<file path="config.mk">
export PLATFORM = sky130hd
export DESIGN_NAME = line_engine
export DESIGN_NICKNAME = d
export VERILOG_FILES = /design/src/rtl/line_pkg.sv /design/src/rtl/line_engine.sv
export SDC_FILE = /design/constraint.sdc
export NUM_CORES = 1
export LEC_CHECK = 0
export CORE_MARGIN = 2
export CORE_UTILIZATION = 59
export CTS_BUF_LIST = sky130_fd_sc_hd__clkbuf_8 sky130_fd_sc_hd__clkbuf_16
export DETAILED_ROUTE_END_ITERATION = 10
export GPL_TIMING_DRIVEN = 0
export PLACE_DENSITY = 0.85
export SLEW_MARGIN = 40
export SYNTH_ARGS = -nofsm -noshare
export SYNTH_HDL_FRONTEND = slang
export SYNTH_SLANG_ARGS = --single-unit
</file>
<file path="constraint.sdc">
create_clock -name clk -period 6.8 [get_ports clk]
set_input_delay 1.02 -clock clk [delete_from_list [all_inputs] [get_ports clk]]
set_output_delay 1.02 -clock clk [all_outputs]
set_load 0.01 [all_outputs]
</file>
<file path="src/rtl/line_pkg.sv">
// Shared definitions for the line rasteriser.
//   state_t    : engine FSM states
//   X_W / Y_W  : default coordinate widths
//   H_RES/V_RES: default visible area; coordinates at or beyond these are off-screen
//   ERR_W/E2_W : Bresenham error-term widths for the default coordinate widths
package line_pkg;

  localparam int unsigned X_W   = 10;
  localparam int unsigned Y_W   = 9;
  localparam int unsigned H_RES = 640;
  localparam int unsigned V_RES = 480;

  // err spans [-(2^Y_W-1), 2^X_W-1]; two guard bits keep it sign-safe.
  function automatic int unsigned err_width(input int unsigned xw, input int unsigned yw);
    return ((xw > yw) ? xw : yw) + 2;
  endfunction

  localparam int unsigned ERR_W = err_width(X_W, Y_W);
  localparam int unsigned E2_W  = ERR_W + 1;

  typedef enum logic [1:0] {
    IDLE,
    SETUP,
    DRAW,
    DONE
  } state_t;

endpackage

</file>
<file path="src/rtl/line_engine.sv">
// Line rasteriser, responder side of the line-request handshake.
// Accepts (x0,y0)->(x1,y1) plus colour when req_valid && req_ready, then emits
// one Bresenham pixel per cycle on x/y/pixel_color/pixel_write and pulses done.
// Ports:
//   clk, reset          : clock, synchronous active-high reset
//   req_valid/req_ready : request handshake (ready only while idle)
//   x0,y0,x1,y1,color   : line endpoints and colour, captured on accept
//   abort               : cancels the line in SETUP or DRAW, no done
//   x,y,pixel_color     : current pixel
//   pixel_write         : write strobe, suppressed for off-screen points
//   busy                : high in SETUP or DRAW
//   done                : one-cycle pulse when the line completes
module line_engine #(
  parameter int unsigned X_W   = line_pkg::X_W,
  parameter int unsigned Y_W   = line_pkg::Y_W,
  parameter int unsigned H_RES = line_pkg::H_RES,
  parameter int unsigned V_RES = line_pkg::V_RES
) (
  input  logic           clk,
  input  logic           reset,
  input  logic           req_valid,
  output logic           req_ready,
  input  logic [X_W-1:0] x0,
  input  logic [Y_W-1:0] y0,
  input  logic [X_W-1:0] x1,
  input  logic [Y_W-1:0] y1,
  input  logic           color,
  input  logic           abort,
  output logic [X_W-1:0] x,
  output logic [Y_W-1:0] y,
  output logic           pixel_color,
  output logic           pixel_write,
  output logic           busy,
  output logic           done
);
  import line_pkg::*;

  localparam int unsigned EW  = err_width(X_W, Y_W);
  localparam int unsigned E2W = EW + 1;
  localparam int unsigned DYW = Y_W + 2;

  localparam logic [X_W:0] H_LIM = (X_W + 1)'(H_RES);
  localparam logic [Y_W:0] V_LIM = (Y_W + 1)'(V_RES);

  state_t state_q, state_d;

  logic [X_W-1:0]        cx, x_end, dx;
  logic [Y_W-1:0]        cy, y_end;
  logic                  col, sx_neg, sy_neg;
  logic signed [DYW-1:0] dy;
  logic signed [EW-1:0]  err;

  // Setup-phase arithmetic; cx/cy hold x0/y0 while in SETUP.
  logic signed [X_W:0]   xdiff;
  logic signed [Y_W:0]   ydiff;
  logic [X_W-1:0]        dx_s;
  logic [Y_W-1:0]        ady_s;
  logic signed [DYW-1:0] dy_s;
  logic signed [EW-1:0]  err_s;

  always_comb begin
    xdiff = $signed({1'b0, x_end}) - $signed({1'b0, cx});
    ydiff = $signed({1'b0, y_end}) - $signed({1'b0, cy});
    dx_s  = xdiff[X_W] ? X_W'(-xdiff) : xdiff[X_W-1:0];
    ady_s = ydiff[Y_W] ? Y_W'(-ydiff) : ydiff[Y_W-1:0];
    dy_s  = -$signed({2'b00, ady_s});
    err_s = $signed(EW'(dx_s)) + EW'(dy_s);
  end

  // Draw-phase step; both error updates are taken from the old err.
  logic signed [E2W-1:0] e2;
  logic                  step_x, step_y, at_end;
  logic signed [EW-1:0]  add_x, add_y, err_n;

  always_comb begin
    e2     = $signed({err, 1'b0});
    step_x = (e2 >= E2W'(dy));
    step_y = (e2 <= $signed(E2W'({1'b0, dx})));
    add_x  = step_x ? EW'(dy) : '0;
    add_y  = step_y ? $signed(EW'(dx)) : '0;
    err_n  = err + add_x + add_y;
    at_end = (cx == x_end) && (cy == y_end);
  end

  always_ff @(posedge clk) begin
    if (reset) state_q <= IDLE;
    else       state_q <= state_d;
  end

  always_comb begin
    state_d = state_q;
    unique case (state_q)
      IDLE:    if (req_valid) state_d = SETUP;
      SETUP:   state_d = abort ? IDLE : DRAW;
      DRAW:    if (abort) state_d = IDLE;
               else if (at_end) state_d = DONE;
      DONE:    state_d = IDLE;
      default: state_d = IDLE;
    endcase
  end

  always_ff @(posedge clk) begin
    if (reset) begin
      cx     <= '0;
      cy     <= '0;
      x_end  <= '0;
      y_end  <= '0;
      col    <= 1'b0;
      dx     <= '0;
      dy     <= '0;
      sx_neg <= 1'b0;
      sy_neg <= 1'b0;
      err    <= '0;
    end else begin
      unique case (state_q)
        IDLE: if (req_valid) begin
          cx    <= x0;
          cy    <= y0;
          x_end <= x1;
          y_end <= y1;
          col   <= color;
        end
        SETUP: begin
          dx     <= dx_s;
          dy     <= dy_s;
          sx_neg <= (x_end < cx);
          sy_neg <= (y_end < cy);
          err    <= err_s;
        end
        DRAW: if (!abort && !at_end) begin
          err <= err_n;
          if (step_x) cx <= sx_neg ? cx - 1'b1 : cx + 1'b1;
          if (step_y) cy <= sy_neg ? cy - 1'b1 : cy + 1'b1;
        end
        default: ;
      endcase
    end
  end

  always_comb begin
    req_ready   = (state_q == IDLE);
    busy        = (state_q == SETUP) || (state_q == DRAW);
    done        = (state_q == DONE);
    x           = cx;
    y           = cy;
    pixel_color = col;
    pixel_write = (state_q == DRAW) && ({1'b0, cx} < H_LIM) && ({1'b0, cy} < V_LIM);
  end

endmodule
</file>
# Word level (Yosys, flattened, before mapping)
# Index checks and enable logic that the tools add are counted.
# Widths: inputs -> output; s select.
dict set report totals {
  register_bits 76
  latch_bits 0
  ram_bits 0
  romBits 0
  in_bits 43
  n_memories 0
}
dict set report classes {
  add_sub_neg 12
  mul 0
  n_div 0
  order_cmp 6
  eq_ne 10
  shift 0
  mux 21
  bitwise_logic 0
  reduce_logical 15
}
# cell count
set op_table {}
lappend op_table {{$mux 10} 6}
lappend op_table {{$mux 9} 5}
lappend op_table {{$mux 12} 2}
lappend op_table {{$pmux 12 s2} 1}
lappend op_table {{$pmux 10 s2} 1}
lappend op_table {{$pmux 9 s2} 1}
lappend op_table {{$ge 13x11->1} 1}
lappend op_table {{$le 13x11->1} 1}
lappend op_table {{$add 11x11->12} 1}
lappend op_table {{$add 12x11->12} 1}
lappend op_table {{$add 12x12->12} 1}
lappend op_table {{$neg 9->11} 1}
lappend op_table {{$sub 10x10->11} 1}
lappend op_table {{$add 10x1->10 const B} 1}
lappend op_table {{$eq 10x10->1} 1}
lappend op_table {{$lt 10x10->1} 1}
lappend op_table {{$lt 10x10->1 const B} 1}
lappend op_table {{$neg 10->10} 1}
lappend op_table {{$sub 10x1->10 const B} 1}
lappend op_table {{$sub 9x9->10} 1}
lappend op_table {{$add 9x1->9 const B} 1}
lappend op_table {{$eq 9x9->1} 1}
lappend op_table {{$lt 9x9->1} 1}
lappend op_table {{$lt 9x9->1 const B} 1}
lappend op_table {{other kinds (15)} 30}

# Logic depth before layout (Yosys ltp)
# Gate-level depths: netlist of the first run.
dict set report logic_depth {
  ltp_word 6
  ltp_mapped 25
  ltp_nobuf 24
}

# Worst setup path after synthesis of the first run
# No wires, ideal clock.
dict set report synth_path {
  kind {reg2reg}
  start {register dx[2]}
  end {register err[11]}
  setup_ns 0.136
  t_arrival_ns 4.675
  slack_ns 1.989
  path_stages_with_launch 24
  path_buffers 1
  synth_period_minus_slack_ns 4.811
  path_cell_list {dfxtp_1 > inv_1 > ha_1 > a21o_1 > a21o_1 > a21o_1 > a21o_1 > a21oi_1 > o21ai_0 > a41oi_1 > clkbuf_1 > and2_1 > fa_1 > ha_1 > fa_1 > a21o_1 > a21oi_1 > o21bai_1 > a21oi_1 > o21ai_0 > a31oi_1 > xnor3_1 > a32oi_1 > o32ai_1}
}
dict set report synth_between {
  elab_chain_len 5
}
# item line
set synth_lines {}
lappend synth_lines {{start, declared} line_engine.sv:47} ;# logic [X_W-1:0] cx, x_end, dx;
lappend synth_lines {{start signal, assigned} line_engine.sv:124} ;# dx <= dx_s;
lappend synth_lines {{$le 13x11->1} line_engine.sv:78} ;# step_y = (e2 <= $signed(E2W'({1'b0, dx})));
lappend synth_lines {{$mux 10 (*)} line_engine.sv:80} ;# add_y = step_y ? $signed(EW'(dx)) : '0;
lappend synth_lines {{$add 12x11->12 (*)} line_engine.sv:81} ;# err_n = err + add_x + add_y;
lappend synth_lines {{$mux 12 (*)} line_engine.sv:130} ;# DRAW: if (!abort && !at_end) begin
lappend synth_lines {{$pmux 12 s2 (*)} line_engine.sv:115} ;# unique case (state_q)
lappend synth_lines {{end signal, assigned} line_engine.sv:128} ;# err <= err_s;
lappend synth_lines {{end signal, assigned} line_engine.sv:131} ;# err <= err_n;
lappend synth_lines {{end, declared} line_engine.sv:51} ;# logic signed [EW-1:0] err;
# Mark *: on every way between the ends. The rest lies on a longest branch, timed or not. The select of a mux whose other input is x is not followed.
# A chain may end at the register's enable or synchronous reset.

# Final worst setup path of the first run
dict set report layout_path {
  start {register dy[9]}
  end {register err[11]}
}
dict set report layout_between {
  elab_chain_len 6
}
# item line
set layout_lines {}
lappend layout_lines {{start, declared} line_engine.sv:50} ;# logic signed [DYW-1:0] dy;
lappend layout_lines {{start signal, assigned} line_engine.sv:125} ;# dy <= dy_s;
lappend layout_lines {{$ge 13x11->1} line_engine.sv:77} ;# step_x = (e2 >= E2W'(dy));
lappend layout_lines {{$mux 12 (*)} line_engine.sv:79} ;# add_x = step_x ? EW'(dy) : '0;
lappend layout_lines {{$add 12x12->12 (*)} line_engine.sv:81}
lappend layout_lines {{$add 12x11->12 (*)} line_engine.sv:81}
lappend layout_lines {{$mux 12 (*)} line_engine.sv:130}
lappend layout_lines {{$pmux 12 s2 (*)} line_engine.sv:115}
# Marked as above.

==> key figures, run 1 <==
Pwr
  – NetSw: 1.66 mW
  – Switch share: 46.7%
  – Power share of the clock group: 15.6%
  – Worst VDD drop: 0.000298 V
  – Comb pwr share: 66.5%
  – Share of power burned in registers: 17.9%
  – Leakage: 3.44 nW
  – PwrDens: 442 mW/mm^2
  – Internal Pwr Total: 1.90 mW

Job
  – Maxcap violations: 0

Synthesis
  – Yosys warns: 0
  – Cells after synthesis: 890
  – Post-synthesis async set-or-reset flop share: 0%
  – Cell variety after synth: 67
  – Avg Cell Area, Syn: 7.74 sq um
  – EDFF count, synth: 0
  – Register area share after synthesis: 22.1%
  – #FFs+latches synth: 76
  – Net count after synthesis: 1031
  – Post-synth top area cell: dfxtp_1
  – Synth top area cells: dfxtp_1, ha_1, a21oi_1
  – Syn Std Cell Area: 0.00689 sq mm
  – Commonest register cell after synthesis: dfxtp_1
  – Share of Yosys cell area claimed by the top area cell type: 22.1%

Die
  – Die Area: 0.0126 sq mm
  – I/O pin count: 67
  – Die Height: 112 um
  – Cell Rows: 39
  – Core area: 0.0114 sq mm
  – Die width: 112 um
  – Starting Density: 60.3%

Clocking
  – CTS tree: built
  – CTS Hold Bufs: 0
  – Clk buf depth: 2
  – CTS Buf Count: 9
  – Setup Buffers After CTS: 0
  – Clk_lat worst skew: 0.34 ns
  – Post-CTS sizing: 0
  – H-tree Lvls: 3
  – TritonCTS Sinks: 76
  – CTS root buf: clkbuf_16
  – Clock transition at path regs: 0.06 ns

Final layout
  – Antenna diodes: 0
  – Synthesis-to-layout area growth: 17.0%
  – # fillers: 928
  – Multi-input gate area: 0.00495 sq mm
  – Nets: 1107
  – Fin cells: 1114
  – FF/Latch Area: 0.00152 sq mm
  – Share of layout cells above drive strength 1: 2.57%
  – Final instance area: 0.00806 sq mm

Global routing
  – Gr ovfl total: 0
  – Largest net degree at the start of global routing: 14
  – All-Layer GR Usage: 29.7%
  – Initial antenna violation count: 0
  – First-pass GRT wire length: 30200 um
  – Vias in the first global route: 6134

Outcome
  – Status: completed

Drt
  – Routed wire per std cell: 16.8 um
  – TritonRoute pass-1 iters: 7
  – Initial DRC Count: 495
  – Drc violations: 0
  – Detail Route Antenna Nets: 0
  – Vias: 6561
  – Routed wire length: 18700 um
  – Via/cell ratio: 5.89

STA
  – Least-Margin Pin Slew: 0.772 ns
  – Final setup margin: 1.15 ns
  – Minimum clock period: 5.65 ns
  – Final period util: 83.1%
  – Slew HR: 48.5%
  – Clock Skews: 0.0104 ns
  – RSZ-0062 raised after global routing: false
  – Final hold violation count: 0
  – Worst hold slack: 0.456 ns
  – TNS Setup: 0 ns
  – # setup viols final: 0
  – Slew Limit Fails: 0
  – Fmax: 177 MHz

Setup path
  – Path depth of the worst reg2reg path: 22
  – Critical Path RT: 7.05 ns
  – Reg2Reg Setup Slack: 1.15 ns
  – Worst setup EP type: flop
  – Reg-to-reg endpoint: err[11]$_SDFFE_PP0P_
  – Crit Path Class: reg2reg
  – Max FO, Critical Path: 9
  – Crit path arrival time: 5.90 ns
  – Reg2reg start: dy[9]$_SDFFE_PP0N_
  – CP startpoint: dy[9]$_SDFFE_PP0N_
  – Critical Path Start Type: flop

Min path
  – Hold depth: 2
  – HP Start: y_end[2]$_SDFFE_PP0P_
  – Hold EP: y_end[2]$_SDFFE_PP0P_
  – Hold Path Class: reg2reg

Placed design
  – Post-Place Cells: 1098
  – Dpl cell area: 0.00772 sq mm
  – IO Port Bufs: 65
  – Routability Congestion: 0.937
  – Placement Setup Slack: 1.18 ns
  – HPWL Detailed: 14400 um
[cell families after synthesis]
family          after synthesis  synth area share [%]
xor+xnor                     59                  7.81
flops                        76                  22.1
fa+ha+maj                    98                  19.5
mux                          21                  3.05
simple gates                284                  18.9
compound gates              240                  22.5
buf+inv                     112                  6.10
[worst max-delay path by stage]
stage | slack, ns | depth (start not counted) | endpoint
final | 1.15 | 22 | err[11]$_SDFFE_PP0P_
after global routing | 0.74 | 24 | err[11]$_SDFFE_PP0P_
after CTS | 1.15 | 22 | err[11]$_SDFFE_PP0P_
after detailed placement | 1.18 | 21 | err[11]$_SDFFE_PP0P_
after global placement | 1.24 | 23 | err[11]$_SDFFE_PP0P_
after floorplan | 1.99 | 23 | err[11]$_SDFFE_PP0P_
[flip-flops by register name (all words and copies together), names as in the netlist]
signal,cells
sy_neg,1
pixel_color,1
y_end,9
err,12
sx_neg,1
y,9
x,10
state_q,2
dx,10
x_end,10
dy,11
[synthesized netlist by cell type, types with 2 or more instances]
| master | instances |
|---|---|
| nor2_1 | 98 |
| nand2_1 | 87 |
| a21oi_1 | 86 |
| ha_1 | 82 |
| inv_1 | 79 |
| dfxtp_1 | 76 |
| xnor2_1 | 41 |
| a211oi_1 | 37 |
| o21ai_0 | 36 |
| clkbuf_1 | 28 |
| nor3_1 | 28 |
| a21o_1 | 21 |
| mux2i_1 | 21 |
| fa_1 | 16 |
| xor2_1 | 16 |
| and2_1 | 14 |
| nand2b_1 | 13 |
| nor2b_1 | 9 |
| nand3_1 | 8 |
| o21bai_1 | 7 |
| o21ai_1 | 6 |
| or3_1 | 6 |
| a31oi_1 | 5 |
| nand4_1 | 5 |
| o21a_1 | 5 |
| a21boi_0 | 4 |
| o211ai_1 | 4 |
| buf_1 | 3 |
| nor4_1 | 3 |
| o32ai_1 | 3 |
| a211o_1 | 2 |
| a311oi_1 | 2 |
| a41oi_1 | 2 |
| and3_1 | 2 |
| clkinv_1 | 2 |
| o31ai_1 | 2 |
[routing by layer]
| metal | share of wire, % | vias to the layer above | track usage, % |
|---|---|---|---|
| li1 | - | 3248 | - |
| met1 | 44 | 3030 | 39.1 |
| met2 | 46 | 235 | 48.8 |
| met3 | 6.2 | 48 | 3.78 |
| met4 | 4.4 | 0 | 14.3 |
| met5 | 0 | - | 0 |
[worst max-delay path, stage by stage, from the launching register on]
cell and delay (ns):
dfxtp_1 0.36, inv_1 0.08, ha_1 0.30, nand2_1 0.08, or3_1 0.37, nor4_1 0.40
nor2_1 0.06, o21ai_0 0.26, clkinv_1 0.47, nor2_1 0.25, fa_1 0.44, ha_1 0.23
fa_1 0.41, a21o_1 0.20, a21oi_1 0.24, o21bai_1 0.09, a21oi_1 0.23, o21ai_0 0.21
a31oi_1 0.23, xnor3_1 0.26, o21ai_0 0.16, a32oi_1 0.08, o32ai_1 0.13
[cell usage in the layout (no fill, tap or decap), drive strengths merged, types with 4 or more instances in the layout]
master and count:
nand2 87, o211ai 4, nor2b 9, inv 80, clkinv 5, a21o 21, a31oi 5, or3 6
o21ai 42, o21a 5, nor3 28, a211oi 39, xor2 16, o21bai 7, nor2 99, and2 15
a21oi 86, dfxtp 76, fa 16, clkbuf 37, ha 82, a21boi 4, nand3 8, clkdlybuf4s50 65
mux2i 21, xnor2 42, nand4 5, nand2b 13
[per-stage QoR]
| step | utilization (%) | power, mW |
|---|---|---|
| 2_1_floorplan | - | 2.40 |
| 3_3_place_gp | 67.6 | 2.87 |
| 3_5_place_dp | 67.6 | 2.93 |
| 4_1_cts | 70.6 | 3.51 |
| 5_1_grt | 70.6 | 3.85 |
| 6_report | 70.6 | 3.56 |
[area by class of cell]
cell class / instances / area share [%]
well taps: 143 / 2.22
multi-input cells: 702 / 61.4
inverters: 81 / 3.77
flip-flops and latches: 76 / 18.9
clock inverters: 7 / 1.44
clock buffers: 9 / 2.79
repair buffers: 65 / 8.07
plain buffers: 31 / 1.44
[power groups by stage]
stage	registers, mW	logic, mW	clock network [mW]
after CTS	0.636	2.32	0.554
after floorplan	0.618	1.78	0
after detailed placement	0.645	2.28	0
after global routing	0.651	2.62	0.571
final	0.639	2.37	0.555
after global placement	0.642	2.22	0
Note: power is estimated with default switching activity, not from simulation.
==> run 2, diff against run 1 <==
CORE_UTILIZATION = 53   (was 59)
PLACE_DENSITY = 0.81   (was 0.85)
clock period = 5.1 ns   (was 6.8 ns; I/O delays follow)
==> run 2 against run 1 <==
  * Via count grew 0.50%
  * Register-to-register slack worse by 0.95 ns
  * Final area is 0.79% higher
  * Sequential power is 33% higher
==> key figures, run 2 (synthesis results as in run 1) <==
Outcome
  – Status: completed (unchanged)

Die
  – Die width: 118 um (was 112 um)
  – Die Area: 0.0139 sq mm (was 0.0126 sq mm)
  – Die Height: 118 um (was 112 um)
  – Core area: 0.0127 sq mm (was 0.0114 sq mm)
  – Cell Rows: 41 (was 39)
  – Starting Density: 54.4% (was 60.3%)
  – I/O pin count: 67 (unchanged)

Pwr
  – Leakage: 3.46 nW (was 3.44 nW)
  – Worst VDD drop: 0.000303 V (was 0.000298 V)
  – Internal Pwr Total: 2.52 mW (was 1.90 mW)
  – PwrDens: 583 mW/mm^2 (was 442 mW/mm^2)
  – Design Power: 4.74 mW (was 3.56 mW)
  – Power share of the clock group: 13.8% (was 15.6%)
  – Comb pwr share: 68.2% (was 66.5%)
  – Switch share: 46.7% (about the same)
  – NetSw: 2.21 mW (was 1.66 mW)
  – Share of power burned in registers: 18.0% (was 17.9%)

Drt
  – Initial DRC Count: 410 (was 495)
  – TritonRoute pass-1 iters: 6 (was 7)
  – Routed wire length: 18600 um (was 18700 um)
  – Detail Route Antenna Nets: 0 (unchanged)
  – Routed wire per std cell: 16.2 um (was 16.8 um)
  – Via/cell ratio: 5.75 (was 5.89)
  – Vias: 6594 (was 6561)
  – Drc violations: 0 (unchanged)

Placed design
  – Routability Congestion: 0.935 (was 0.937)
  – IO Port Bufs: 65 (unchanged)
  – Dpl cell area: 0.00775 sq mm (was 0.00772 sq mm)
  – HPWL Detailed: 14300 um (was 14400 um)
  – Post-Place Cells: 1127 (was 1098)

Final layout
  – Final instance area: 0.00812 sq mm (was 0.00806 sq mm)
  – Commonest non-fill, non-tap cells in the layout: nor2_1, nand2_1, a21oi_1 (unchanged)
  – Antenna diodes: 0 (unchanged)
  – Nets: 1110 (was 1107)
  – Share of layout cells above drive strength 1: 3.90% (was 2.57%)
  – Largest regs: err x12, dy x11 (unchanged)
  – Number of flip-flops in the largest register: 12 (unchanged)
  – Final Core Density: 64.1% (was 70.6%)
  – Fin cells: 1146 (was 1114)
  – Commonest non-fill, non-tap cell in the layout: nor2_1 (unchanged)
  – Synthesis-to-layout area growth: 17.9% (was 17.0%)
  – Reg with most FFs: err (unchanged)

Clocking
  – CTS root buf: clkbuf_16 (unchanged)
  – Clk_lat worst skew: 0.34 ns (about the same)
  – CTS Buf Count: 9 (unchanged)
  – H-tree Lvls: 3 (unchanged)
  – CTS Hold Bufs: 0 (unchanged)
  – Clk buf depth: 2 (unchanged)
  – TritonCTS Sinks: 76 (unchanged)
  – CTS tree: built (unchanged)
  – Clock transition at path regs: 0.06 ns (about the same)

Job
  – Maxcap violations: 0 (unchanged)

Setup path
  – Crit Path Class: reg2reg (unchanged)
  – Worst setup EP type: flop (unchanged)
  – Critical Path RT: 5.35 ns (was 7.05 ns)
  – Critical Path Start Type: flop (unchanged)
  – Max FO, Critical Path: 10 (was 9)
  – Crit path arrival time: 5.16 ns (was 5.90 ns)

STA
  – Final hold violation count: 0 (unchanged)
  – RSZ-0062 raised after global routing: true (was false)
  – # setup viols final: 0 (unchanged)
  – Fmax: 204 MHz (was 177 MHz)
  – Clock Skews: 0.00429 ns (was 0.0104 ns)
  – Slew HR: 45.1% (was 48.5%)
  – Worst hold slack: 0.457 ns (was 0.456 ns)
  – Minimum clock period: 4.90 ns (was 5.65 ns)
  – Slew Limit Fails: 0 (unchanged)
  – Least-Margin Pin Slew: 0.824 ns (was 0.772 ns)
  – Final period util: 96.1% (was 83.1%)

Global routing
  – Initial antenna violation count: 0 (unchanged)
  – First-pass GRT wire length: 31000 um (was 30200 um)
  – Vias in the first global route: 6297 (was 6134)
  – Gr ovfl total: 0 (unchanged)
  – All-Layer GR Usage: 27.5% (was 29.7%)
  – Largest net degree at the start of global routing: 13 (was 14)

Min path
  – Hold Path Class: reg2reg (unchanged)
## run 2: changes by cell type in the layout (fill, tap and decap cells not counted), sizes merged
cell / previous run / this run
inv: 80 / 79
clkinv: 5 / 6
buf: 3 / 7
bufinv: 3 / 1
clkbuf: 37 / 38
## run 2: power by group through the flow
stage / clock [mW] / combinational (mW) / sequential [mW]
2_1_floorplan: 0 / 2.38 / 0.824
3_3_place_gp: 0 / 2.96 / 0.857
3_5_place_dp: 0 / 3.03 / 0.859
4_1_cts: 0.656 / 3.16 / 0.848
5_1_grt: 0.692 / 3.61 / 0.869
6_report: 0.654 / 3.23 / 0.852
## run 2: what timing repair did
| action | 4_1_cts | 5_1_grt |
|---|---|---|
| gates resized for setup | 8 | 6 |
| pin swaps | 1 | 2 |
| setup buffers | 2 | 1 |
| endpoints found under the setup margin | 4 | 4 |
## run 2: routing by layer
| metal | global-route usage, % | wire [um] |
|---|---|---|
| met4 | 11.2 | 705 |
| met3 | 4.51 | 1270 |
| met1 | 36.1 | 8230 |
| met5 | 0 | 0 |
| met2 | 44.8 | 8400 |
## run 2: area by class of cell
type / instances / area (sq um)
repair buffers: 68 / 673
flip-flops and latches: 76 / 1520
clock buffers: 11 / 253
multi-input cells: 702 / 4980
clock inverters: 5 / 50.0
plain buffers: 31 / 124
fillers: 1091 / 4550
inverters: 81 / 305
well taps: 172 / 215
## run 2: through the flow
step	setup slack [ns]	TNS, ns
3_3_place_gp	-0.391	-0.463
6_report	0.198	0
2_1_floorplan	0.289	0
3_5_place_dp	-0.434	-0.659
4_1_cts	0.0333	0
5_1_grt	-0.0744	-0.0744
## run 2: final timing paths
kind                          from  slack [ns]                     to  cells past startpoint
max             dx[2]$_SDFFE_PP0N_        0.20   err[11]$_SDFFE_PP0P_                     24
min          x_end[4]$_SDFFE_PP0P_        0.46  x_end[4]$_SDFFE_PP0P_                      2
max reg2reg     dx[2]$_SDFFE_PP0N_        0.20   err[11]$_SDFFE_PP0P_                     24
min reg2reg  x_end[4]$_SDFFE_PP0P_        0.46  x_end[4]$_SDFFE_PP0P_                      2
## run 2: critical path, cell delays in order, from the launching register on
cell and delay, ns:
dfxtp_2 0.36, inv_1 0.05, ha_1 0.31, a21o_1 0.17, a21o_1 0.17, a21o_1 0.17
a21o_1 0.16, a21oi_1 0.15, o21ai_0 0.12, a41oi_2 0.19, buf_6 0.16, and2_1 0.14
fa_1 0.41, ha_1 0.24, fa_1 0.41, a21o_1 0.21, a21oi_2 0.18, o21bai_1 0.10
a21oi_2 0.18, o21ai_1 0.13, a31oi_1 0.17, xnor3_1 0.25, o21ai_0 0.16, a32oi_1 0.08
o32ai_1 0.13
==> run 3, diff against run 2 <==
CORE_MARGIN = unset   (was 2)
CTS_CLUSTER_DIAMETER = 50   (was unset)
==> run 3 against run 2 <==
  * Critical path depth down 1
  * Clock skew up 0.0057 ns
  * Setup slack better by 0.016 ns
  * Power up 0.19%
  * Flip-flop and latch count unchanged
  * Die area down 3.4%
  * Critical path type unchanged
  * Critical endpoint unchanged
  * Largest power group unchanged
==> key figures, run 3 (synthesis results as in run 1) <==
Drt
  – Routed wire per std cell: 15.9 um (was 16.2 um)
  – Via/cell ratio: 5.65 (was 5.75)
  – Routed wire length: 18300 um (was 18600 um)
  – TritonRoute pass-1 iters: 5 (was 6)
  – Vias: 6486 (was 6594)
  – Detail Route Antenna Nets: 0 (unchanged)
  – Initial DRC Count: 473 (was 410)
  – Drc violations: 0 (unchanged)

Final layout
  – Commonest non-fill, non-tap cells in the layout: nor2_1, nand2_1, a21oi_1 (unchanged)
  – Reg with most FFs: err (unchanged)
  – Antenna diodes: 0 (unchanged)
  – Final Core Density: 64.2% (was 64.1%)
  – Share of layout cells above drive strength 1: 4.41% (was 3.90%)
  – Nets: 1113 (was 1110)
  – Commonest non-fill, non-tap cell in the layout: nor2_1 (unchanged)
  – Largest regs: err x12, dy x11 (unchanged)
  – Synthesis-to-layout area growth: 18.2% (was 17.9%)
  – Number of flip-flops in the largest register: 12 (unchanged)

Die
  – Die Area: 0.0135 sq mm (was 0.0139 sq mm)
  – Starting Density: 54.4% (unchanged)
  – I/O pin count: 67 (unchanged)
  – Cell Rows: 41 (unchanged)
  – Core area: 0.0127 sq mm (unchanged)
  – Die Height: 116 um (was 118 um)
  – Die width: 116 um (was 118 um)

STA
  – Slew HR: 46.6% (was 45.1%)
  – Worst hold slack: 0.454 ns (was 0.457 ns)
  – Final period util: 95.8% (was 96.1%)
  – Minimum clock period: 4.89 ns (was 4.90 ns)
  – Fmax: 205 MHz (was 204 MHz)
  – # setup viols final: 0 (unchanged)
  – Least-Margin Pin Slew: 0.801 ns (was 0.824 ns)
  – Final setup margin: 0.213 ns (was 0.198 ns)
  – Clock Skews: 0.0100 ns (was 0.00429 ns)
  – Final hold violation count: 0 (unchanged)
  – Slew Limit Fails: 0 (unchanged)

Setup path
  – Crit path arrival time: 5.09 ns (was 5.16 ns)
  – Max FO, Critical Path: 10 (unchanged)
  – Slowest CP cell: fa_1 (unchanged)
  – WP buf/inv: 2 (unchanged)
  – CP peak stage delay: 0.42 ns (was 0.41 ns)
  – Crit Path Class: reg2reg (unchanged)
  – Critical Path Start Type: flop (unchanged)
  – CP cell instances: inv_1, ha_1, a21o_1, a21o_1, a21o_1, a21o_1, a21oi_1, o21ai_0, a41oi_2, buf_6, and2_1, fa_1, ha_1, fa_2, a21o_1, a21oi_2, o21bai_1, a21oi_2, o21ai_2, a31oi_1, xnor3_1, a32oi_1, o32ai_1 (was inv_1, ha_1, a21o_1, a21o_1, a21o_1, a21o_1, a21oi_1, o21ai_0, a41oi_2, buf_6, and2_1, fa_1, ha_1, fa_1, a21o_1, a21oi_2, o21bai_1, a21oi_2, o21ai_1, a31oi_1, xnor3_1, o21ai_0, a32oi_1, o32ai_1)
  – Worst setup EP type: flop (unchanged)
  – CP dominant cell by count: a21o_1 (unchanged)
  – Cell family with most CP delay: compound AO/OA/AOI/OAI gates (unchanged)
  – Critical Path RT: 5.30 ns (was 5.35 ns)

Global routing
  – Largest net degree at the start of global routing: 13 (unchanged)
  – Vias in the first global route: 6038 (was 6297)
  – First-pass GRT wire length: 29600 um (was 31000 um)
  – Initial antenna violation count: 0 (unchanged)
  – Gr ovfl total: 0 (unchanged)
  – All-Layer GR Usage: 28.6% (was 27.5%)

Placed design
  – HPWL Detailed: 14300 um (about the same)
  – Placement Setup Slack: -0.449 ns (was -0.434 ns)
  – IO Port Bufs: 65 (unchanged)
  – Routability Congestion: 0.910 (was 0.935)

Clocking
  – CTS Hold Bufs: 0 (unchanged)
  – CTS root buf: clkbuf_16 (unchanged)
  – H-tree Lvls: 3 (unchanged)
  – TritonCTS Sinks: 76 (unchanged)
  – CTS tree: built (unchanged)
  – Clock transition at path regs: 0.06 ns (about the same)
  – CTS Buf Count: 9 (unchanged)
  – Clk_lat worst skew: 0.35 ns (was 0.34 ns)
  – Clk buf depth: 2 (unchanged)

Job
  – Maxcap violations: 0 (unchanged)

Outcome
  – Status: completed (unchanged)

Pwr
  – PwrDens: 583 mW/mm^2 (about the same)
  – Design Power: 4.75 mW (was 4.74 mW)
  – Worst VDD drop: 0.000273 V (was 0.000303 V)
  – Leakage: 3.46 nW (about the same)

Min path
  – Hold Path Class: reg2reg (unchanged)
run 3: final timing paths:
kind	startpoint	end	slack [ns]	cells past startpoint
setup / recovery	dx[2]$_SDFFE_PP0N_	err[11]$_SDFFE_PP0P_	0.21	23
hold / removal	y_end[0]$_SDFFE_PP0P_	y_end[0]$_SDFFE_PP0P_	0.45	2
setup reg to reg	dx[2]$_SDFFE_PP0N_	err[11]$_SDFFE_PP0P_	0.21	23
hold reg to reg	y_end[0]$_SDFFE_PP0P_	y_end[0]$_SDFFE_PP0P_	0.45	2
run 3: where the power goes:
part	total [mW]	internal [mW]	switching (mW)
Combinational	3.26	1.43	1.83
Sequential	0.849	0.714	0.135
Clock	0.640	0.387	0.254
Total	4.75	2.53	2.21
run 3: cell type report:
class	count	area, sq um
Inverter	81	305
Sequential cell	76	1520
Clock buffer	10	239
Timing Repair Buffer	71	696
Clock inverter	5	52.6
Buffer	31	124
Multi-Input combinational cell	702	4980
Fill cell	1123	4530
Tap cell	172	215
run 3: worst reg2reg max path, cell delays in order, from the launching register on:
cell and delay (ns):
dfxtp_2 0.35, inv_1 0.05, ha_1 0.31, a21o_1 0.17, a21o_1 0.17, a21o_1 0.17
a21o_1 0.17, a21oi_1 0.14, o21ai_0 0.14, a41oi_2 0.23, buf_6 0.16, and2_1 0.14
fa_1 0.42, ha_1 0.24, fa_2 0.36, a21o_1 0.20, a21oi_2 0.18, o21bai_1 0.10
a21oi_2 0.17, o21ai_2 0.10, a31oi_1 0.18, xnor3_1 0.25, a32oi_1 0.22, o32ai_1 0.11
run 3: timing repair:
action                     CTS  global route
pin swaps                    1             3
resized for setup            8             9
setup buffers                2             4
setup endpoints to repair    3             4
run 3: layer usage:
metal | routed length (um) | up-vias | track usage, %
met3 | 877 | 30 | 3.24
met1 | 8400 | 3013 | 37.9
met5 | 0 | - | 0
met4 | 471 | 0 | 10.0
li1 | - | 3259 | -
met2 | 8530 | 184 | 48.0
run 3: per-stage QoR:
| stage | cells | TNS (ns) | area [sq um] |
|---|---|---|---|
| global placement | 1127 | -0.512 | 7750 |
| floorplan | 890 | 0 | 6890 |
| finish | 1148 | 0 | 8140 |
| global route | 1148 | -0.0160 | 8140 |
| detailed placement | 1127 | -0.661 | 7750 |
| CTS | 1144 | 0 | 8080 |
